### src/rtl/osd_spi_sequencer.sv
// osd_spi_sequencer: drives the OSD overlay SPI port (SPI_SCK/SPI_SS3/SPI_DI)
// from inside the core. Accepts enable / disable / write-line commands over a
// valid/ready request port and fetches line bytes through a 1-cycle read port.
// Optional build macro: OSD_SEQ_CLEAR_EN (op3 clears all eight lines; when
// undefined, op3 completes immediately with no SPI activity).
//
// state      | meaning
// -----------+---------------------------------------------------------
// S_IDLE     | ready for a request, SS3 high, SCK low
// S_SHIFT_LO | SCK low for CLK_DIV cycles, DI holds the current bit
// S_SHIFT_HI | SCK high for CLK_DIV cycles, OSD samples DI on the rise
// S_TAIL     | SCK low, DI low, CLK_DIV cycles before releasing SS3
// S_GAP      | SS3 high for SS_GAP cycles before the next request

module osd_spi_sequencer #(
    parameter int CLK_DIV = 4,
    parameter int SS_GAP  = 8
) (
    input  logic       clk_sys,
    input  logic       reset,
    input  logic       req_valid,
    input  logic [1:0] req_op,
    input  logic [2:0] req_line,
    output logic       req_ready,
    output logic       rd_en,
    output logic [7:0] rd_addr,
    input  logic [7:0] rd_data,
    output logic       busy,
    output logic       done,
    output logic       SPI_SCK,
    output logic       SPI_SS3,
    output logic       SPI_DI
);

    typedef enum logic [2:0] {
        S_IDLE,
        S_SHIFT_LO,
        S_SHIFT_HI,
        S_TAIL,
        S_GAP
    } state_t;

    localparam logic [1:0] OP_DISABLE = 2'd0;
    localparam logic [1:0] OP_ENABLE  = 2'd1;
    localparam logic [1:0] OP_WRITE   = 2'd2;
    localparam logic [1:0] OP_CLEAR   = 2'd3;

    localparam logic [7:0] DIV_LOAD   = 8'(CLK_DIV - 1);
    localparam logic [7:0] GAP_LOAD   = 8'(SS_GAP - 1);
    localparam logic [8:0] LAST_LONG  = 9'd256;

    function automatic logic [7:0] cmd_byte(input logic [1:0] op, input logic [2:0] line);
        logic [7:0] cmd;
        case (op)
            OP_DISABLE: cmd = 8'h40;
            OP_ENABLE:  cmd = 8'h41;
            default:    cmd = {5'b00100, line};
        endcase
        return cmd;
    endfunction

    state_t     state, state_n;
    logic [7:0] div_cnt, div_n;
    logic [2:0] bit_cnt, bit_n;
    logic [8:0] byte_cnt, byte_n;
    logic [7:0] shreg, shreg_n;
    logic [1:0] op_q, op_n;
    logic [7:0] fetch_buf;
    logic       rd_pend;
    logic       di_n;
    logic       rd_en_n;
    logic [7:0] rd_addr_n;
    logic       done_n;

    // Start of a new transaction byte: load value and the frame position.
    logic       load_byte;
    logic [7:0] load_val;
    logic       last_byte_hit;
    logic [8:0] byte_inc;

`ifdef OSD_SEQ_CLEAR_EN
    logic [2:0] line_q, line_n;
`endif

    // write and clear frames carry 256 payload bytes after the command byte
    assign last_byte_hit = (byte_cnt == (((op_q == OP_WRITE) || (op_q == OP_CLEAR)) ? LAST_LONG : 9'd0));
    assign byte_inc      = byte_cnt + 9'd1;

    // Next-state, counter and output decisions for the sequencer.
    always_comb begin
        state_n   = state;
        div_n     = div_cnt;
        bit_n     = bit_cnt;
        byte_n    = byte_cnt;
        shreg_n   = shreg;
        op_n      = op_q;
        di_n      = SPI_DI;
        rd_en_n   = 1'b0;
        rd_addr_n = rd_addr;
        done_n    = 1'b0;
        load_byte = 1'b0;
        load_val  = 8'h00;
`ifdef OSD_SEQ_CLEAR_EN
        line_n    = line_q;
`endif

        case (state)
            S_IDLE: begin
                if (req_valid) begin
                    op_n = req_op;
`ifdef OSD_SEQ_CLEAR_EN
                    line_n    = (req_op == OP_CLEAR) ? 3'd0 : req_line;
                    load_byte = 1'b1;
                    load_val  = cmd_byte(req_op, (req_op == OP_CLEAR) ? 3'd0 : req_line);
                    byte_n    = 9'd0;
                    rd_en_n   = (req_op == OP_WRITE);
                    rd_addr_n = 8'd0;
`else
                    if (req_op == OP_CLEAR) begin
                        done_n = 1'b1;
                    end else begin
                        load_byte = 1'b1;
                        load_val  = cmd_byte(req_op, req_line);
                        byte_n    = 9'd0;
                        rd_en_n   = (req_op == OP_WRITE);
                        rd_addr_n = 8'd0;
                    end
`endif
                end
            end

            S_SHIFT_LO: begin
                if (div_cnt == 8'd0) begin
                    state_n = S_SHIFT_HI;
                    div_n   = DIV_LOAD;
                end else begin
                    div_n = div_cnt - 8'd1;
                end
            end

            S_SHIFT_HI: begin
                if (div_cnt != 8'd0) begin
                    div_n = div_cnt - 8'd1;
                end else if (bit_cnt != 3'd0) begin
                    state_n = S_SHIFT_LO;
                    div_n   = DIV_LOAD;
                    bit_n   = bit_cnt - 3'd1;
                    di_n    = shreg[7];
                    shreg_n = {shreg[6:0], 1'b0};
                end else if (last_byte_hit) begin
                    state_n = S_TAIL;
                    div_n   = DIV_LOAD;
                    di_n    = 1'b0;
                end else begin
                    // byte k+1 starts; fetch k+1 unless it is the final payload byte
                    load_byte = 1'b1;
                    load_val  = (op_q == OP_WRITE) ? fetch_buf : 8'h00;
                    byte_n    = byte_inc;
                    rd_en_n   = (op_q == OP_WRITE) && (byte_inc != LAST_LONG);
                    rd_addr_n = byte_inc[7:0];
                end
            end

            S_TAIL: begin
                if (div_cnt == 8'd0) begin
                    state_n = S_GAP;
                    div_n   = GAP_LOAD;
                end else begin
                    div_n = div_cnt - 8'd1;
                end
            end

            S_GAP: begin
                if (div_cnt != 8'd0) begin
                    div_n = div_cnt - 8'd1;
`ifdef OSD_SEQ_CLEAR_EN
                end else if ((op_q == OP_CLEAR) && (line_q != 3'd7)) begin
                    // next line of a clear: new frame without returning to IDLE
                    line_n    = line_q + 3'd1;
                    load_byte = 1'b1;
                    load_val  = cmd_byte(OP_CLEAR, line_q + 3'd1);
                    byte_n    = 9'd0;
`endif
                end else begin
                    state_n = S_IDLE;
                    done_n  = 1'b1;
                end
            end

            default: begin
                state_n = S_IDLE;
            end
        endcase

        if (load_byte) begin
            state_n = S_SHIFT_LO;
            div_n   = DIV_LOAD;
            bit_n   = 3'd7;
            di_n    = load_val[7];
            shreg_n = {load_val[6:0], 1'b0};
        end
    end

    // State, counters and registered outputs derived from the next state.
    always_ff @(posedge clk_sys or posedge reset) begin
        if (reset) begin
            state     <= S_IDLE;
            div_cnt   <= 8'd0;
            bit_cnt   <= 3'd0;
            byte_cnt  <= 9'd0;
            shreg     <= 8'd0;
            op_q      <= OP_DISABLE;
            SPI_DI    <= 1'b0;
            SPI_SCK   <= 1'b0;
            SPI_SS3   <= 1'b1;
            rd_en     <= 1'b0;
            rd_addr   <= 8'd0;
            busy      <= 1'b0;
            done      <= 1'b0;
            req_ready <= 1'b1;
        end else begin
            state     <= state_n;
            div_cnt   <= div_n;
            bit_cnt   <= bit_n;
            byte_cnt  <= byte_n;
            shreg     <= shreg_n;
            op_q      <= op_n;
            SPI_DI    <= di_n;
            SPI_SCK   <= (state_n == S_SHIFT_HI);
            SPI_SS3   <= (state_n == S_IDLE) || (state_n == S_GAP);
            rd_en     <= rd_en_n;
            rd_addr   <= rd_addr_n;
            busy      <= (state_n != S_IDLE);
            done      <= done_n;
            req_ready <= (state_n == S_IDLE);
        end
    end

    // Byte source answers one cycle after rd_en; hold it until the byte starts.
    always_ff @(posedge clk_sys or posedge reset) begin
        if (reset) begin
            rd_pend   <= 1'b0;
            fetch_buf <= 8'h00;
        end else begin
            rd_pend <= rd_en;
            if (rd_pend) begin
                fetch_buf <= rd_data;
            end
        end
    end

`ifdef OSD_SEQ_CLEAR_EN
    // Current line of a multi-frame clear.
    always_ff @(posedge clk_sys or posedge reset) begin
        if (reset) begin
            line_q <= 3'd0;
        end else begin
            line_q <= line_n;
        end
    end
`endif

endmodule

### config.mk
export PLATFORM = sky130hd
export DESIGN_NAME = osd_spi_sequencer
export DESIGN_NICKNAME = d
export VERILOG_FILES = /design/src/rtl/osd_spi_sequencer.sv
export SDC_FILE = /design/constraint.sdc
export NUM_CORES = 1
export LEC_CHECK = 0
export BUFFER_PORTS_ARGS = -buffer_cell sky130_fd_sc_hd__buf_2
export CORE_MARGIN = 1.5
export CORE_UTILIZATION = 40
export DETAILED_ROUTE_END_ITERATION = 8
export HOLD_SLACK_MARGIN = 0.02
export SLEW_MARGIN = 15
export SYNTH_ARGS = -nofsm -noshare
export SYNTH_HDL_FRONTEND = slang
export SYNTH_SLANG_ARGS = --single-unit
### constraint.sdc
create_clock -name clk_sys -period 2.42 [get_ports clk_sys]
set_input_delay 0.121 -clock clk_sys [delete_from_list [all_inputs] [get_ports clk_sys]]
set_output_delay 0.121 -clock clk_sys [all_outputs]
set_load 0.05 [all_outputs]
Word-level counts from Yosys, hierarchy flattened
Index checks and enable logic that the tools add are counted.
{"block": "op_classes", "addsub": 3, "n_eq_ne": 21, "n_mux": 66, "reduce_logical": 20}
{"op": "2-to-1 mux 8 bit", "count": 20}
{"op": "2-to-1 mux 9 bit", "count": 6}
{"op": "2-to-1 mux 3 bit", "count": 11}
{"op": "case mux 8 bit (2 select lines)", "count": 2}
{"op": "case mux 8 bit (4 select lines)", "count": 1}
{"op": "2-to-1 mux 1 bit", "count": 18}
{"op": "case mux 9 bit (2 select lines)", "count": 1}
{"op": "case mux 3 bit (5 select lines)", "count": 1}
{"op": "2-to-1 mux 7 bit", "count": 2}
{"op": "case mux 7 bit (2 select lines)", "count": 1}
{"op": "!= test 2 bit (second input constant)", "count": 6}
{"op": "adder 9 x 1 -> 9 bit (second input constant)", "count": 1}
{"op": "== test 3 x 2 -> 1 bit (second input constant)", "count": 3}
{"op": "== test 9 bit", "count": 1}
{"op": "!= test 9 bit (second input constant)", "count": 1}
{"op": "AND reduction 3 bit", "count": 3}
{"op": "nonzero test 3 bit", "count": 3}
{"op": "== test 2 bit (second input constant)", "count": 4}
{"op": "zero test 8 bit", "count": 1}
{"op": "nonzero test 8 bit", "count": 1}
{"op": "subtractor 8 x 1 -> 8 bit (second input constant)", "count": 1}
{"op": "== test 3 bit (second input constant)", "count": 2}
{"op": "zero test 3 bit", "count": 2}
{"op": "case mux 1 bit (2 select lines)", "count": 3}
{"op": "other kinds (12)", "count": 15}
{"block": "totals", "reg_bits": 57, "in_bits": 16, "elab_cells": 126}

Longest topological paths before layout
{"block": "depth", "depth_word": 11, "mapped_depth": 9, "depth_no_buf": 7}

Worst setup path after synthesis
Ideal clock, no wire load.
{"block": "synth_timing", "path_kind": "reg2reg", "start": "reg rd_addr[0] (netlist name)", "end": "reg shreg[6]", "setup_ps": 127, "arrival_time_ps": 2171, "required_ps": 2293, "setup_slack_ps": 122, "path_stages_with_launch": 9, "period_less_slack_ps": 2298, "path_cell_list": "dfrtp_1 inv_1 ha_1 or4b_2 o31a_1 and4b_1 clkbuf_1 a211oi_1 a21oi_1"}
{"element": "end signal, assigned", "line": "226", "rtl": "shreg <= shreg_n;"}
{"element": "end, declared", "line": "66", "rtl": "logic [7:0] shreg, shreg_n;"}

==> flow_summary_export.csv <==
group,metric,value,unit
synthesis,synthCells,272,
synthesis,post_synth_and_or_nand_nor_area_fraction,18.39,%
synthesis,synth-async-reset-ratio,100.0,%
final_layout,nets,340,
sta,worst_pin_slew,0.4653,ns
synthesis,synth_edf_count,0,
power,peakVddDrop,0.0003222,V
sta,rsz0062_at_grt,"false",
route,via_per_inst,5.455,
critical_path,cp-start-kind,"flip-flop",
critical_path,critPathRequiredTime,2.61,ns
sta,tns,0,ns
synthesis,synth_cell_type_count,55,
clocking,htreeDepth,2,
placement,place.gp.congestion,0.8172,
final_layout,fin_cells,396,
final_layout,diodes,0,
sta,finClkSkew,0.006172,ns
sta,period_minus_slack,2.296,ns
worst_hold_path,hold_path.class,"primary input to flip-flop",
clocking,cts_buffers,5,
synthesis,ys_seq_area_share,45.12,%
clocking,clock_latency,0.31,ns
synthesis,synth_xor_area_share,2.298,%
critical_path,cp_num_buf_inv,1,
synthesis,synth_seq_cells,48,
global_route,grt_pass1_wl,9887,µm
final_layout,syn2layout_area_growth,19.00,%
route,wirelength,5794,µm
clocking,clock_sinks,48,
synthesis,synth_compound_area_share,17.54,%
final_layout,regArea,0.001204,mm²
clocking,clockBufferDepth,2,
global_route,antenna_found_initial,0,
die,die_w,84.67,µm
sta,drv_slew,0,
route,drc,0,
synthesis,synth_top_family_by_area,"simple AND/OR/NAND/NOR gates",
route,drt_iter0_markers,118,
critical_path,crit_type,"flip-flop to flip-flop",
route,routed-via-count,2160,
critical_path,slowest_stage,"or4b_2",
global_route,first_global_vias,2066,
clocking,cts.clk_slew.worst_paths,0.09,ns
sta,finalCritPeriodShare,94.87,%
global_route,grt_max_degree,49,
synthesis,synth.cell_area,0.002668,mm²
critical_path,setup.worst_path.end_class,"flip-flop",
clocking,root_buffer,"clkbuf_8",
synthesis,synth_fa_ha_area_share,2.814,%
sta,setup_viol,0,
clocking,tritoncts,"yes",
synthesis,muxShareOfSynthArea,7.739,%
flow_run,cap_viol_max_count,0,
sta,relSlewSlack,68.92,%
critical_path,arrival,2.49,ns
die,start_util,41.77,%
synthesis,yosys.area.top_type_share,43.15,%
sta,hold_viol,0,
power,total_leakage_power,1.470,nW
synthesis,synth_area_leaders,"dfrtp_1 43%, mux2_2 5.5%, o21ai_0 3.9%",
route,postRouteAntennaNets,0,
route,detail_route.wl_per_cell,14.63,µm
die,die-area,0.007168,mm²
synthesis,synth.most_common_cell,"dfrtp_1",
power,pwr_density_cell,458.4,mW/mm²
die,num_io_pins,31,
global_route,gr-usage-all-layers,17.25,%
status,status,"finished, final reports clean",
final_layout,multi_input_area,0.001328,mm²
die,num_rows,29,
sta,fmax,0.4355,GHz
synthesis,ys_warn_count,0,
synthesis,syn-num-nets,294,
critical_path,path_max_fanout,9,
critical_path,path_delay_family,"simple AND/OR/NAND/NOR gates",
synthesis,synth_common_cells,"46 x dfrtp_1, 27 x nand2_1, 21 x o21ai_0",
synthesis,ys.flop_type,"dfrtp_1",
route,dr.pass1.iters,4,
synthesis,synth.avg_cell_area,9.807,µm²
die,die_h,84.67,µm
global_route,overflow,0,
final_layout,drive_gt1_share,31.97,%
placement,dp_hpwl,4183,µm
die,core_area,0.006386,mm²
final_layout,fillCellCount,606,
placement,placed_cells,386,
critical_path,max_stage_delay,0.65,ns
critical_path,path_cells,"inv_1 > ha_1 > or4b_2 > o31a_1 > and4b_2 > a211oi_1 > a21oi_1",
placement,port_buffers,30,
synthesis,post-synth-top-area-cell,"dfrtp_1",
==> final timing paths <==
check / start / end / slack, ns / depth (start not counted)
worst max-delay path: rd_addr[0]$_DFFE_PP0P_ / shreg[6]$_DFFE_PP0P_ / 0.12 / 7
worst min-delay path: rd_data[5] / fetch_buf[5]$_DFFE_PP0P_ / 0.04 / 2
worst max register to register: rd_addr[0]$_DFFE_PP0P_ / shreg[6]$_DFFE_PP0P_ / 0.12 / 7
worst min register to register: rd_en$_DFF_PP0_ / rd_pend$_DFF_PP0_ / 0.39 / 0
max in group asynchronous: reset / req_ready$_DFF_PP1_ / 1.75 / 4
min in group asynchronous: reset / div_cnt[7]$_DFFE_PP0P_ / 0.37 / 4
==> metal layers <==
| metal | track usage (%) | routed length, µm | vias up |
|---|---|---|---|
| li1 | - | - | 1056 |
| met1 | 24.36 | 2925 | 1053 |
| met2 | 26.55 | 2598 | 49 |
| met4 | 5.279 | 29 | 0 |
| met5 | 0 | 0 | - |
| met3 | 3.835 | 240 | 2 |
==> where the power goes <==
part           leakage [nW]  total [mW]  switching [mW]  internal (mW)
sequential            0.601       0.812         0.00352          0.808
combinational         0.815      0.0598          0.0358         0.0239
clock                0.0541       0.584           0.278          0.306
==> worst reg2reg max path, stage by stage, from the launching register on <==
cell and delay, ns:
dfrtp_1 0.38, inv_1 0.08, ha_1 0.14, or4b_2 0.65, o31a_1 0.29, and4b_2 0.31
a211oi_1 0.27, a21oi_1 0.06
==> cells by family (layout without fill, tap and decap cells) <==
group | after synthesis | count (layout)
AOI/OAI and AO/OA | 71 | 71
and+or+nand+nor | 90 | 90
buffers and inverters | 31 | 78
xor gates and xnor gates | 7 | 7
muxes | 19 | 19
DFF | 48 | 48
adders and majority gates | 6 | 6
==> cell type report <==
cell class	count	area share (%)
Inverter	8	0.9460
Tap cell	77	3.035
Multi-Input combinational cell	193	41.82
Clock inverter	3	1.340
Clock buffer	5	2.168
Sequential cell	48	37.92
Timing Repair Buffer	62	12.77
==> state kept, by name, indices dropped and copies added (netlist names) <==
register,cells
bit_cnt,3
div_cnt,8
op_q,2
state,3
byte_cnt,2
SPI_DI,1
busy,1
SPI_SCK,1
SPI_SS3,1
req_ready,1
done,1
rd_pend,1
rd_en,1
shreg,7
rd_addr,7
fetch_buf,8
==> layout by cell type, fill, tap and decap left out, types with 3 or more instances in the layout <==
cell | netlist | layout
nor2_1 | 17 | 16
mux2i_1 | 6 | 6
a21oi_1 | 11 | 11
o21ai_1 | 4 | 5
nand3b_1 | 4 | 4
o21ai_0 | 21 | 20
mux2_2 | 13 | 13
nor3_1 | 5 | 4
nand3_1 | 7 | 7
o31ai_1 | 4 | 3
a211o_1 | 3 | 3
clkbuf_8 | 0 | 5
nand2b_1 | 3 | 3
inv_1 | 8 | 7
nor2b_1 | 3 | 3
buf_2 | 4 | 30
or3_1 | 3 | 3
a31oi_1 | 4 | 4
ha_1 | 6 | 6
dfrtp_1 | 46 | 46
nand2_1 | 27 | 27
buf_4 | 9 | 30
xnor2_1 | 6 | 6
or4_1 | 4 | 4
a21o_1 | 3 | 3
==> repair_timing <==
| action | in CTS | in global routing |
|---|---|---|
| gates resized for setup | 0 | 8 |
| endpoints found under the hold margin | 46 | 0 |
| hold buffers | 1 | 0 |
| setup endpoints to repair | 0 | 20 |
| buffers inserted | 0 | 1 |
==> metrics by stage <==
| step | instance area (µm²) | hold WS, ns | setup WS (ns) | total power, mW | utilization (%) |
|---|---|---|---|---|---|
| finish | 3174 | 0.04178 | 0.1240 | 1.455 | 49.71 |
| global route | 3174 | 0.03653 | 0.01360 | 1.511 | 49.71 |
| CTS | 3141 | 0.03655 | 0.05243 | 1.471 | 49.18 |
| detailed placement | 3019 | 0.1830 | 0.07352 | 0.8881 | 47.28 |
| global placement | 3019 | 0.1801 | 0.07828 | 0.8871 | 47.28 |
| floorplan | 2668 | 0.2716 | 0.1222 | 0.8587 | - |
No activity file was read; power rests on OpenSTA's default activity.
